File: config.mk
export PLATFORM = sky130hd
export DESIGN_NAME = tm1638_responder
export DESIGN_NICKNAME = d
export VERILOG_FILES = /design/src/rtl/tm1638_pkg.sv /design/src/rtl/tm1638_sync_edge.sv /design/src/rtl/tm1638_responder.sv
export SDC_FILE = /design/constraint.sdc
export NUM_CORES = 1
export LEC_CHECK = 0
export CAP_MARGIN = 25
export CORE_MARGIN = 1.5
export CORE_UTILIZATION = 35
export CTS_BUF_LIST = sky130_fd_sc_hd__clkbuf_16
export DETAILED_ROUTE_END_ITERATION = 8
export GPL_ROUTABILITY_DRIVEN = 0
export PLACE_DENSITY = 0.47
export REMOVE_ABC_BUFFERS = 1
export SLEW_MARGIN = 20
export SYNTH_ARGS = -nofsm -noshare
export SYNTH_HDL_FRONTEND = slang
export SYNTH_SLANG_ARGS = --single-unit
File: constraint.sdc
create_clock -name CLK_IN -period 2.35 [get_ports CLK_IN]
set_input_delay 0.3525 -clock CLK_IN [delete_from_list [all_inputs] [get_ports CLK_IN]]
set_output_delay 0.3525 -clock CLK_IN [all_outputs]
set_load 0.05 [all_outputs]
File: src/rtl/tm1638_pkg.sv
// Shared definitions for the TM1638 responder: command classes, FSM states, RAM geometry.
package tm1638_pkg;

    localparam int unsigned RAM_DEPTH = 16;
    localparam int unsigned ADDR_W    = $clog2(RAM_DEPTH);

    // Command class, taken from bits [7:6] of the first byte of a frame
    localparam logic [1:0] CMD_DATA = 2'b01;
    localparam logic [1:0] CMD_DISP = 2'b10;
    localparam logic [1:0] CMD_ADDR = 2'b11;

    typedef enum logic [2:0] {
        StIdle,
        StCmd,
        StData,
        StRead,
        StIgnore
    } state_e;

endpackage

File: src/rtl/tm1638_sync_edge.sv
// Multi-stage synchronizer with rise/fall detection on the synchronized level.
// Reset flushes the chain high (the idle level of STB, CLK and DIO) so no edge is reported.
module tm1638_sync_edge #(
    parameter int unsigned STAGES = 2
) (
    input  logic clk,
    input  logic rst,
    input  logic din,
    output logic level,
    output logic rise,
    output logic fall
);

    logic [STAGES-1:0] sync_q;
    logic              prev_q;

    // Synchronizer chain plus one delayed copy for edge detection
    always_ff @(posedge clk) begin
        if (rst) begin
            sync_q <= '1;
            prev_q <= 1'b1;
        end else begin
            sync_q <= {sync_q[STAGES-2:0], din};
            prev_q <= sync_q[STAGES-1];
        end
    end

    assign level = sync_q[STAGES-1];
    assign rise  = level & ~prev_q;
    assign fall  = ~level & prev_q;

endmodule

File: src/rtl/tm1638_responder.sv
// TM1638-compatible serial target: decodes data/display/address commands into a 16-byte
// display RAM. Optional key-scan readback is enabled with the TM1638_KEYSCAN_EN macro.
module tm1638_responder
    import tm1638_pkg::*;
#(
    parameter int unsigned SYNC_STAGES = 2
) (
    input  logic              CLK_IN,
    input  logic              RST_IN,
    input  logic              TM1638_STB,
    input  logic              TM1638_CLK,
    input  logic              TM1638_DIO_IN,
`ifdef TM1638_KEYSCAN_EN
    input  logic [31:0]       KEY_IN,
`endif
    output logic              TM1638_DIO_OE,
    input  logic [ADDR_W-1:0] RD_ADDR,
    output logic [7:0]        RD_DATA,
    output logic              DISP_ON,
    output logic [2:0]        BRIGHTNESS,
    output logic              WR_STB,
    output logic [ADDR_W-1:0] WR_ADDR,
    output logic              FRAME_ERR
);

    logic stb_lvl, stb_rise, stb_fall;
    logic clk_lvl, clk_rise, clk_fall;
    logic dio_lvl, dio_rise, dio_fall;

    tm1638_sync_edge #(.STAGES(SYNC_STAGES)) u_sync_stb (
        .clk(CLK_IN), .rst(RST_IN), .din(TM1638_STB),
        .level(stb_lvl), .rise(stb_rise), .fall(stb_fall)
    );
    tm1638_sync_edge #(.STAGES(SYNC_STAGES)) u_sync_clk (
        .clk(CLK_IN), .rst(RST_IN), .din(TM1638_CLK),
        .level(clk_lvl), .rise(clk_rise), .fall(clk_fall)
    );
    tm1638_sync_edge #(.STAGES(SYNC_STAGES)) u_sync_dio (
        .clk(CLK_IN), .rst(RST_IN), .din(TM1638_DIO_IN),
        .level(dio_lvl), .rise(dio_rise), .fall(dio_fall)
    );

    // Only levels/edges actually needed are consumed; the rest are collected here
    logic unused_sync;
    assign unused_sync = ^{stb_lvl, clk_lvl, dio_rise, dio_fall, clk_fall};

    state_e            state_q, state_d;
    logic [2:0]        bit_cnt_q, bit_cnt_d;
    logic [7:0]        shift_q, shift_d;
    logic [ADDR_W-1:0] ptr_q, ptr_d;
    logic              fixed_q, fixed_d;
    logic              disp_on_q, disp_on_d;
    logic [2:0]        bright_q, bright_d;
    logic              wr_stb_q, wr_stb_d;
    logic [ADDR_W-1:0] wr_addr_q, wr_addr_d;
    logic              frame_err_q, frame_err_d;
    logic [7:0]        rd_data_q;
    logic [7:0]        ram_q [RAM_DEPTH];
    logic              wr_en;
    logic [7:0]        new_byte;
    logic              byte_done;
`ifdef TM1638_KEYSCAN_EN
    logic              read_mode_q, read_mode_d;
    logic [5:0]        key_cnt_q, key_cnt_d;
    logic              dio_oe_q, dio_oe_d;
`endif

    // Byte as it will look once the current DIO bit is shifted in (LSB first)
    assign new_byte  = {dio_lvl, shift_q[7:1]};
    assign byte_done = (state_q != StIdle) && clk_rise && (bit_cnt_q == 3'd7);

    // Next-state: bit shifting, command decode, RAM writes, frame boundaries
    always_comb begin
        state_d     = state_q;
        bit_cnt_d   = bit_cnt_q;
        shift_d     = shift_q;
        ptr_d       = ptr_q;
        fixed_d     = fixed_q;
        disp_on_d   = disp_on_q;
        bright_d    = bright_q;
        wr_stb_d    = 1'b0;
        wr_addr_d   = wr_addr_q;
        frame_err_d = 1'b0;
        wr_en       = 1'b0;
`ifdef TM1638_KEYSCAN_EN
        read_mode_d = read_mode_q;
        key_cnt_d   = key_cnt_q;
        dio_oe_d    = dio_oe_q;
`endif

        if (state_q != StIdle && clk_rise) begin
            shift_d   = new_byte;
            bit_cnt_d = bit_cnt_q + 3'd1;
        end

        if (byte_done) begin
            case (state_q)
                StCmd: begin
                    case (new_byte[7:6])
                        CMD_DATA: begin
                            fixed_d = new_byte[2];
                            state_d = new_byte[1] ? StRead : StIgnore;
`ifdef TM1638_KEYSCAN_EN
                            read_mode_d = new_byte[1];
                            key_cnt_d   = '0;
`endif
                        end
                        CMD_DISP: begin
                            disp_on_d = new_byte[3];
                            bright_d  = new_byte[2:0];
                            state_d   = StIgnore;
                        end
                        CMD_ADDR: begin
                            ptr_d   = new_byte[ADDR_W-1:0];
                            state_d = StData;
                        end
                        default: state_d = StIgnore;
                    endcase
                end
                StData: begin
                    wr_en     = 1'b1;
                    wr_stb_d  = 1'b1;
                    wr_addr_d = ptr_q;
                    if (!fixed_q) ptr_d = ptr_q + 1'b1;
                end
                default: ;
            endcase
        end

`ifdef TM1638_KEYSCAN_EN
        // Drive the next key bit after each falling CLK; release after the 32nd rising CLK
        if (state_q == StRead && read_mode_q) begin
            if (clk_fall && key_cnt_q != 6'd32) begin
                dio_oe_d  = ~KEY_IN[key_cnt_q[4:0]];
                key_cnt_d = key_cnt_q + 6'd1;
            end
            if (clk_rise && key_cnt_q == 6'd32) begin
                dio_oe_d = 1'b0;
                state_d  = StIgnore;
            end
        end
`endif

        // Frame boundaries override everything; a byte completing with STB rise still commits
        if (stb_rise) begin
            frame_err_d = (state_q != StIdle) && (bit_cnt_d != 3'd0);
            state_d     = StIdle;
            bit_cnt_d   = 3'd0;
        end else if (stb_fall) begin
            state_d   = StCmd;
            bit_cnt_d = 3'd0;
        end

`ifdef TM1638_KEYSCAN_EN
        if (state_d != StRead) dio_oe_d = 1'b0;
`endif
    end

    // State, configuration and display RAM registers
    always_ff @(posedge CLK_IN) begin
        if (RST_IN) begin
            state_q     <= StIdle;
            bit_cnt_q   <= 3'd0;
            shift_q     <= 8'h00;
            ptr_q       <= '0;
            fixed_q     <= 1'b0;
            disp_on_q   <= 1'b0;
            bright_q    <= 3'd0;
            wr_stb_q    <= 1'b0;
            wr_addr_q   <= '0;
            frame_err_q <= 1'b0;
            rd_data_q   <= 8'h00;
            for (int i = 0; i < RAM_DEPTH; i++) ram_q[i] <= 8'h00;
`ifdef TM1638_KEYSCAN_EN
            read_mode_q <= 1'b0;
            key_cnt_q   <= 6'd0;
            dio_oe_q    <= 1'b0;
`endif
        end else begin
            state_q     <= state_d;
            bit_cnt_q   <= bit_cnt_d;
            shift_q     <= shift_d;
            ptr_q       <= ptr_d;
            fixed_q     <= fixed_d;
            disp_on_q   <= disp_on_d;
            bright_q    <= bright_d;
            wr_stb_q    <= wr_stb_d;
            wr_addr_q   <= wr_addr_d;
            frame_err_q <= frame_err_d;
            rd_data_q   <= ram_q[RD_ADDR];
            if (wr_en) ram_q[ptr_q] <= new_byte;
`ifdef TM1638_KEYSCAN_EN
            read_mode_q <= read_mode_d;
            key_cnt_q   <= key_cnt_d;
            dio_oe_q    <= dio_oe_d;
`endif
        end
    end

`ifdef TM1638_KEYSCAN_EN
    assign TM1638_DIO_OE = dio_oe_q;
`else
    assign TM1638_DIO_OE = 1'b0;
`endif
    assign RD_DATA    = rd_data_q;
    assign DISP_ON    = disp_on_q;
    assign BRIGHTNESS = bright_q;
    assign WR_STB     = wr_stb_q;
    assign WR_ADDR    = wr_addr_q;
    assign FRAME_ERR  = frame_err_q;

endmodule

**Word-level counts from Yosys, hierarchy flattened**

Memories as Yosys holds them, arrays and structs flattened. A register that Yosys moved wholly into a read port is not among the register bits.
Cells that the tools add are included.
W data, S select, Z words.

- Register bits: 37
- RAM bits: 128
- Bits of input ports: 9
- Output and inout bits: 19
- Memories kept: 1
- Logic and storage cells: 71

Memory list:

| name | depth | bits a word | rd ports | clocked after memory_dff | wr ports | line | source |
|---|---|---|---|---|---|---|---|
| ram_q | 16 | 8 | 1 | 1 | 16 | tm1638_responder.sv:58 | `logic [7:0] ram_q [RAM_DEPTH];` |

- Mux-type cells: 19
- Reduce and logical (&&, ||, !) cells: 18
- Add/subtract/negate cells: 2
- Bitwise gates (word level): 7
- Eq/ne operators: 8

Operators with widths:

| cell | count |
|---|---|
| $mux W4 | 3 |
| $mux W1 | 11 |
| $mux W8 | 1 |
| $pmux W4 S2 | 1 |
| $reduce_or A8 Y1 | 1 |
| $mux W3 | 2 |
| $pmux W3 S2 | 1 |
| $reduce_and A2 Y1 | 3 |
| $reduce_and A3 Y1 | 2 |
| $reduce_bool A2 Y1 | 3 |
| $reduce_bool A3 Y1 | 2 |
| $add A4 B1 Y4 const B | 1 |
| $eq A2 B2 Y1 const B | 2 |
| $ne A2 B2 Y1 const B | 2 |
| $not A1 Y1 | 4 |
| $reduce_and A4 Y1 | 1 |
| $reduce_or A2 Y1 | 2 |
| $add A3 B1 Y3 const B | 1 |
| $and A1 B1 Y1 | 3 |
| $eq A3 B1 Y1 const B | 1 |
| $eq A3 B2 Y1 const B | 1 |
| $eq A3 B3 Y1 const B | 1 |
| $logic_and A1 B1 Y1 | 3 |
| $reduce_or A3 Y1 | 1 |
| $eq A2 B1 Y1 const B | 1 |

**Longest topological paths before layout**

Gate-level depths: netlist of run 1.

- Word-level depth: 10
- Mapped depth: 8
- Gate-level depth less buffers: 6

**Cells and area by module**

Synthesis of run 1 repeated with hierarchy kept, for this count alone.

- Cells, all modules: 623
- Area total of the unflattened synthesis: 7808.7 um^2

By module, submodules not included:

| module | cells each | area each (um^2) | sequential area each (um^2) | instances |
|---|---|---|---|---|
| tm1638_responder | 599 | 7531.0 | 4564.4 | 1 |
| tm1638_sync_edge | 8 | 92.6 | 60.1 | 3 |

**Worst setup path before layout of run 1**

OpenSTA, ideal clock, no wires.

- Kind: register to register
- Start: register bit_cnt_q[0]
- End: memory ram_q[0][0], enable pin
- Arrival: 1.785 ns
- Cell stages (with the launch flop): 8
- Period minus slack after synthesis: 2.095 ns
- Library setup time: 0.310 ns
- Setup slack: 0.255 ns
- Path buffers: 1
- Data required time: 2.040 ns
- Cell sequence: dfxtp_1 -> ha_1 -> ha_1 -> and3b_1 -> clkbuf_1 -> nand4b_1 -> nor3_1 -> or2_2

RTL lines:

| element | line | source |
|---|---|---|
| start: declaration | tm1638_responder.sv:48 | `logic [2:0] bit_cnt_q, bit_cnt_d;` |
| start signal: assignment | tm1638_responder.sv:181 | `bit_cnt_q <= bit_cnt_d;` |
| end: declaration | tm1638_responder.sv:58 |  |

==> summary.md, run 1 <==
| Metric | Value |
|---|---|
| Status | `complete, no violations` |
| Critical path's top delay family | `simple AND/OR/NAND/NOR gates` |
| Die area | `0.02283 mm2` |
| Fmax | `446.7 MHz` |
| Post-synthesis sequential area ratio | `0.6155` |
| Post-synth top area share | `0.5007` |
| Initial core utilization | `0.3606` |
| First-pass GRT wire length | `29050 um` |
| Stages on the worst setup path | `7` |
| Final worst path period share | `0.9526` |
| Port Buffers | `26` |
| Final Hold Fails | `0` |
| Vias/cell | `4.968` |
| Vias in the first global route | `4783` |
| Antenna Nets Post-Route | `0` |
| # clock sinks | `172` |
| Reg2Reg Setup Slack | `0.11 ns` |
| DP HPWL | `13300 um` |
| Cts bufs inserted | `17` |
| CTS tree | `yes` |
| Worst-Margin Slew | `0.7830 ns` |
| Final min period | `2.239 ns` |
| Initial antenna violation count | `0` |
| Clk buf depth | `2` |
| Fin util | `0.4251` |
| VDD IR-drop max | `484.2 uV` |
| Synthesized flop and latch total | `172` |
| Vias | `4685` |
| CP Class | `reg -> reg` |
| EDFF count, synth | `128` |
| Setup Viol. Count Final | `0` |
| Worst skew pair latency | `0.43 ns` |
| H-tree depth | `4` |
| # nets final | `670` |
| Maxcap violations | `0` |
| Top cells by area, synth | `edfxtp_1 50%, dfxtp_1 11%, and2_1 11%` |
| Gate Count Post-Synth | `606` |
| Initial DRC Count | `269` |
| Rel. slew slack | `0.4773` |
| Multi-input logic area | `0.002793 mm2` |
| Synthesized area per cell | `12.67 um2` |
| Worst Path Required | `2.47 ns` |
| M3 GR Usage | `0.03253` |
| Slew Limit Fails | `0` |
| WP buf/inv | `1` |
| Placed Instances | `910` |
| RSZ-0062 raised after global routing | `no` |
| Total negative setup slack | `0 ns` |
| Final wirelength | `19000 um` |
| Placement-stage cell area | `0.008451 mm2` |
| Setup crit end | `ram_q[3][6]` |
| Post-synth cell types | `42` |
| Final hold slack | `0.4133 ns` |
| Post-CTS Hold Fix Bufs | `0` |
| Post-Syn Area | `0.007676 mm2` |
| GRT Max-Usage Layer | `met2` |
| Core ar. | `0.02129 mm2` |
| Critical Path AT | `2.35 ns` |
| Register area | `0.004725 mm2` |
| Final clock skew | `0.006867 ns` |
| Leakage power figure | `0.003417 uW` |
| Crit path from | `bit_cnt_q[0]` |
| Max incr delay on CP | `0.40 ns` |
| Worst-path fanout max | `8` |
| DR WL/cell | `20.15 um` |
| Warnings, synthesis | `0` |
| Met2 Track Usage GR | `0.2970` |
| Layout Cells excl Fill | `943` |
| All-Layer GR Usage | `0.1787` |
| Dominant synthesized flop cell | `edfxtp_1` |
| Cell breakdown of the critical path | `ha_1 > ha_1 > and3b_2 > nand4b_1 > buf_4 > nor3_2 > or2_2` |
| Hold Path Class | `reg -> reg` |
| Drt first pass iters | `4` |
| Area Overhead vs Synth | `17.90%` |
| I/O pins | `28` |
| Die height | `151.1 um` |
| GR Util met1 | `0.2370` |
| Reg clk slew, reported paths | `0.06 ns` |
| FF-to-FF path depth | `7` |
| Asr flop ratio synth | `0` |
| FF-to-FF Start | `bit_cnt_q[0]` |
| CP most frequent cell | `ha_1` |
| CP max stage cell | `dfxtp_1` |
| Area leader, netlist | `edfxtp_1` |
| Final std cell area, no fill | `0.009050 mm2` |
| Num rows | `53` |
| Pwr Density | `737.6 mW/mm2` |
| Grt total ovfl | `0` |
| Root Buffer | `clkbuf_16` |
| Width of the die | `151.1 um` |
| Worst Min Path Start | `u_sync_stb.sync_q[0]` |
| Residual DRC | `0` |
| Largest net degree at the start of global routing | `48` |
| Ant diodes | `0` |
| Crit start category | `register` |
| Fillers | `1983` |
| RR Endpoint | `ram_q[3][6]` |
| Share of layout cells above drive strength 1 | `0.1602` |
| CP Capture Type | `register` |
sequential cells by signal (all words and copies together), names as in the netlist:
signal             cells
u_sync_stb.prev_q      1
u_sync_stb.sync_q      2
FRAME_ERR              1
bit_cnt_q              3
ram_q                128
state_q                3
u_sync_dio.sync_q      2
u_sync_clk.prev_q      1
DISP_ON                1
fixed_q                1
u_sync_clk.sync_q      2
BRIGHTNESS             3
RD_DATA                8
ptr_q                  4
WR_ADDR                4
shift_q                7
WR_STB                 1
cells in the mapped netlist, drive strengths merged, types with 2 or more instances:
| cell type | number |
|---|---|
| a21o | 2 |
| nor2 | 37 |
| mux4 | 2 |
| or2 | 24 |
| a22oi | 30 |
| a21oi | 3 |
| and3b | 2 |
| ha | 6 |
| nand2b | 7 |
| o21ai | 12 |
| nand3b | 2 |
| nand2 | 13 |
| nor3 | 5 |
| nand4b | 6 |
| a31oi | 2 |
| or3 | 3 |
| a211oi | 2 |
| dfxtp | 44 |
| mux2i | 78 |
| clkbuf | 28 |
| buf | 10 |
| nor2b | 4 |
| edfxtp | 128 |
| nor3b | 3 |
| inv | 2 |
| nand3 | 9 |
| and2 | 132 |
through the flow:
step / setup WS, ns / total power (uW)
after floorplan: 0.1747 / 3712
after global placement: 0.03715 / 3930
after detailed placement: 0.04652 / 3929
after CTS: 0.005455 / 6723
after global routing: 0.009128 / 6896
final: 0.1115 / 6675
logic make-up (layout without fill, tap and decap cells):
group	count (synthesis)	in the layout	share of synthesized area
adder cells (fa/ha/maj)	6	6	0.009780
flip-flops	172	172	0.6155
AND/OR/NAND/NOR	251	251	0.1945
AO/OA/AOI/OAI	55	55	0.04922
XOR/XNOR	1	1	0.001141
multiplexers	80	80	0.1076
other	1	1	0.0004885
buffers and inverters	40	102	0.02184
report_power, final:
group,internal (uW),switching [uW]
registers,3380,49.4
clock network,1640,1180
logic,156,265
area by class of cell:
type                       instances  area share
clock buffer                      20     0.05530
tap                              275     0.03802
clock inverter                    12    0.009678
inverter                           2   0.0008295
sequential                       172      0.5221
timing repair buffer              68     0.06553
multi-input combinational        394      0.3086
layout by cell type (no fill, tap or decap), types with 6 or more instances in the layout:
cell / instances
and2_1: 131
nor2_1: 37
mux2i_1: 78
o21ai_0: 11
or2_2: 23
nand2_1: 13
nand4b_1: 6
nand3_1: 9
nand2b_1: 7
edfxtp_1: 128
clkdlybuf4s50_1: 24
a22oi_1: 30
clkbuf_16: 20
dfxtp_1: 44
ha_1: 6
buf_4: 41
worst reg2reg max path, delay by kind of cell (launching register included):
family        cells  cell delay [ns]
flops             1             0.40
simple gates      4             0.97
buf+inv           1             0.24
fa+ha+maj         2             0.33
per-layer routing:
layer  share of wire  wire (um)
met5               0          0
met4           0.013        246
met3           0.025        482
met2            0.49       9241
met1            0.48       9031
worst min path at each step:
| stage | to | cells after the start |
|---|---|---|
| 6_report | u_sync_stb.sync_q[1] | 1 |
| 5_1_grt | u_sync_stb.sync_q[1] | 1 |
| 4_1_cts | u_sync_stb.sync_q[1] | 1 |
| 3_5_place_dp | u_sync_stb.sync_q[1] | 1 |
| 3_3_place_gp | u_sync_clk.sync_q[1] | 1 |
| 2_1_floorplan | u_sync_clk.sync_q[1] | 1 |
what timing repair did:
| action | in CTS | in global routing |
|---|---|---|
| resized for setup | 0 | 2 |
| setup endpoints to repair | 0 | 51 |
| setup buffers | 0 | 1 |
Power figures use the tool's default switching activity.
==> run 2: changes to the inputs <==
--- a/config.mk
+++ b/config.mk
@@ -6,12 +6,13 @@
 export NUM_CORES = 1
 export LEC_CHECK = 0
 export CAP_MARGIN = 25
+export CORE_ASPECT_RATIO = 0.75
 export CORE_MARGIN = 1.5
 export CORE_UTILIZATION = 35
 export CTS_BUF_LIST = sky130_fd_sc_hd__clkbuf_16
 export DETAILED_ROUTE_END_ITERATION = 8
 export GPL_ROUTABILITY_DRIVEN = 0
-export PLACE_DENSITY = 0.47
+export PLACE_DENSITY = 0.48
 export REMOVE_ABC_BUFFERS = 1
 export SLEW_MARGIN = 20
 export SYNTH_ARGS = -nofsm -noshare
==> constraint.sdc (replaced) <==
create_clock -name CLK_IN -period 2 [get_ports CLK_IN]
set_input_delay 0.3 -clock CLK_IN [delete_from_list [all_inputs] [get_ports CLK_IN]]
set_output_delay 0.3 -clock CLK_IN [all_outputs]
set_load 0.05 [all_outputs]
==> run 2 against run 1 <==
- routed wire length down 1.3%
- critical path depth unchanged
- clock-buffer cell count is 3 lower
==> summary.md, run 2 (synthesis results as in run 1) <==
| Metric | Value |
|---|---|
| Status | `complete, no violations` |
| RSZ-0062 raised after global routing | `yes` |
| Placed Instances | `940` |
| Rel. slew slack | `0.5807` |
| Clock share of power | `0.416` |
| CP Capture Type | `register` |
| Residual DRC | `0` |
| Final Hold Fails | `0` |
| Vias/cell | `4.901` |
| Cts bufs inserted | `17` |
| VDD IR-drop max | `466.8 uV` |
| Final std cell area, no fill | `0.009290 mm2` |
| Metal-1 WL | `9530 um` |
| Initial core utilization | `0.3595` |
| Area Overhead vs Synth | `21.03%` |
| Drt first pass iters | `5` |
| Layout Cells excl Fill | `974` |
| Highest Signal Layer | `met4` |
| Final clock skew | `0.007897 ns` |
| Antenna Nets Post-Route | `0` |
| Die height | `131.3 um` |
| Switch Pwr | `1875 uW` |
| Worst Min Path Start | `RST_IN` |
| Core ar. | `0.02135 mm2` |
| CP Class | `reg -> reg` |
| Dpl ws | `-0.1406 ns` |
| Final wirelength | `18760 um` |
| Setup Viol. Count Final | `0` |
| Setup Buffers After CTS | `0` |
| Initial DRC Count | `428` |
| Final hold slack | `0.3923 ns` |
| Share of layout cells above drive strength 1 | `0.1927` |
| Wire length on met2 | `8347 um` |
| Design Power | `7789 uW` |
| CTS tree | `yes` |
| Initial antenna violation count | `0` |
| Leakage power figure | `0.003467 uW` |
| Worst skew pair latency | `0.43 ns` |
| Placement-stage cell area | `0.008632 mm2` |
| Die area | `0.02284 mm2` |
| Largest net degree at the start of global routing | `34` |
| Maxcap violations | `0` |
| Sw frac | `0.2408` |
| Crit path from | `bit_cnt_q[1]` |
| Internal power | `5913 uW` |
| First-pass GRT wire length | `29020 um` |
| Final min period | `1.919 ns` |
| Max FFs per register | `128` |
| Worst Path Required | `2.14 ns` |
| Sequential Power Share | `0.517` |
| Fmax | `521.0 MHz` |
| Max incr delay on CP | `0.37 ns` |
| Port Buffers | `26` |
| Clk buf depth | `2` |
| Reg with most FFs | `ram_q` |
| # clock sinks | `172` |
| Worst-Margin Slew | `0.6280 ns` |
| Root Buffer | `clkbuf_16` |
| DR WL/cell | `19.26 um` |
| Vias in the first global route | `4832` |
| Cell breakdown of the critical path | `ha_4 > ha_4 > and3b_2 > nand4b_1 > buf_6 > nor3_4 > or2_4` |
| Met3 WL | `703 um` |
| H-tree depth | `4` |
| Num rows | `46` |
| Most frequent cells in the layout | `131 x and2_1, 128 x edfxtp_1, 78 x mux2i_1` |
| DP HPWL | `12880 um` |
| Logic pwr share | `0.067` |
| Final worst path period share | `0.9596` |
| CP max stage cell | `dfxtp_4` |
| Critical Path AT | `2.05 ns` |
| All-Layer GR Usage | `0.1711` |
| Worst-path fanout max | `8` |
| Crit start category | `register` |
| Grt total ovfl | `0` |
| Slew Limit Fails | `0` |
| Reg clk slew, reported paths | `0.07 ns` |
| Worst setup margin | `0.08076 ns` |
| CP most frequent cell | `ha_4` |
| # nets final | `687` |
| Vias | `4774` |
| Pwr Density | `838.4 mW/mm2` |
| Most common cell after layout, fill and taps aside | `and2_1` |
| FF-to-FF Start | `bit_cnt_q[1]` |
| Width of the die | `174.0 um` |
| Hold Path Class | `in -> reg` |
| I/O pins | `28` |
[run 2: cell count changes in the layout (fill, tap and decap cells not counted), sizes merged]
cell	change
clkinvlp	+3
inv	-3
clkbuf	-3
diode	+1
clkinv	+3
buf	+17
[run 2: through the flow]
step | util | TNS (ns)
global placement | 0.4043 | -1.717
global route | 0.4350 | -0.3027
finish | 0.4351 | 0
detailed placement | 0.4043 | -3.670
CTS | 0.4316 | 0
floorplan | - | -1.862
[run 2: what timing repair did]
action / 4_1_cts / 5_1_grt
hold buffers: 0 / 0
gates resized for setup: 7 / 17
pin swaps: 1 / 8
setup endpoints to repair: 65 / 162
[run 2: worst paths after layout]
kind / end / slack, ns / cells after the start
worst min-delay path: WR_ADDR[2] / 0.39 / 3
worst min register to register: u_sync_clk.sync_q[1] / 0.41 / 1
worst max-delay path: ram_q[3][7] / 0.08 / 7
worst max register to register: ram_q[3][7] / 0.08 / 7
[run 2: worst max-delay path: cells and delay by family (launching register included)]
family,cells,cell delay [ns]
buf+inv,1,0.18
simple gates,4,0.83
flops,1,0.37
fa+ha+maj,2,0.24
[run 2: power groups by stage]
stage	Sequential (uW)	Clock, uW	Combinational [uW]
after global routing	4040	3450	558
after detailed placement	4110	0	516
after global placement	4100	0	517
after floorplan	4150	0	216
final	4020	3240	522
after CTS	4030	3320	522
[run 2: cell type report]
type | count | area, um2
Inverter | 2 | 7.507
Tap cell | 288 | 360.3
Clock inverter | 15 | 140.1
Antenna cell | 1 | 2.502
Fill cell | 2030 | 12060
Timing Repair Buffer | 85 | 762.0
Clock buffer | 17 | 425.4
Sequential cell | 172 | 4730
Multi-Input combinational cell | 394 | 2863
[run 2: per-layer routing]
metal	track usage	vias up
met4	0.05077	0
met2	0.2549	74
met1	0.2542	2391
met3	0.02807	15
met5	0	-
li1	-	2294
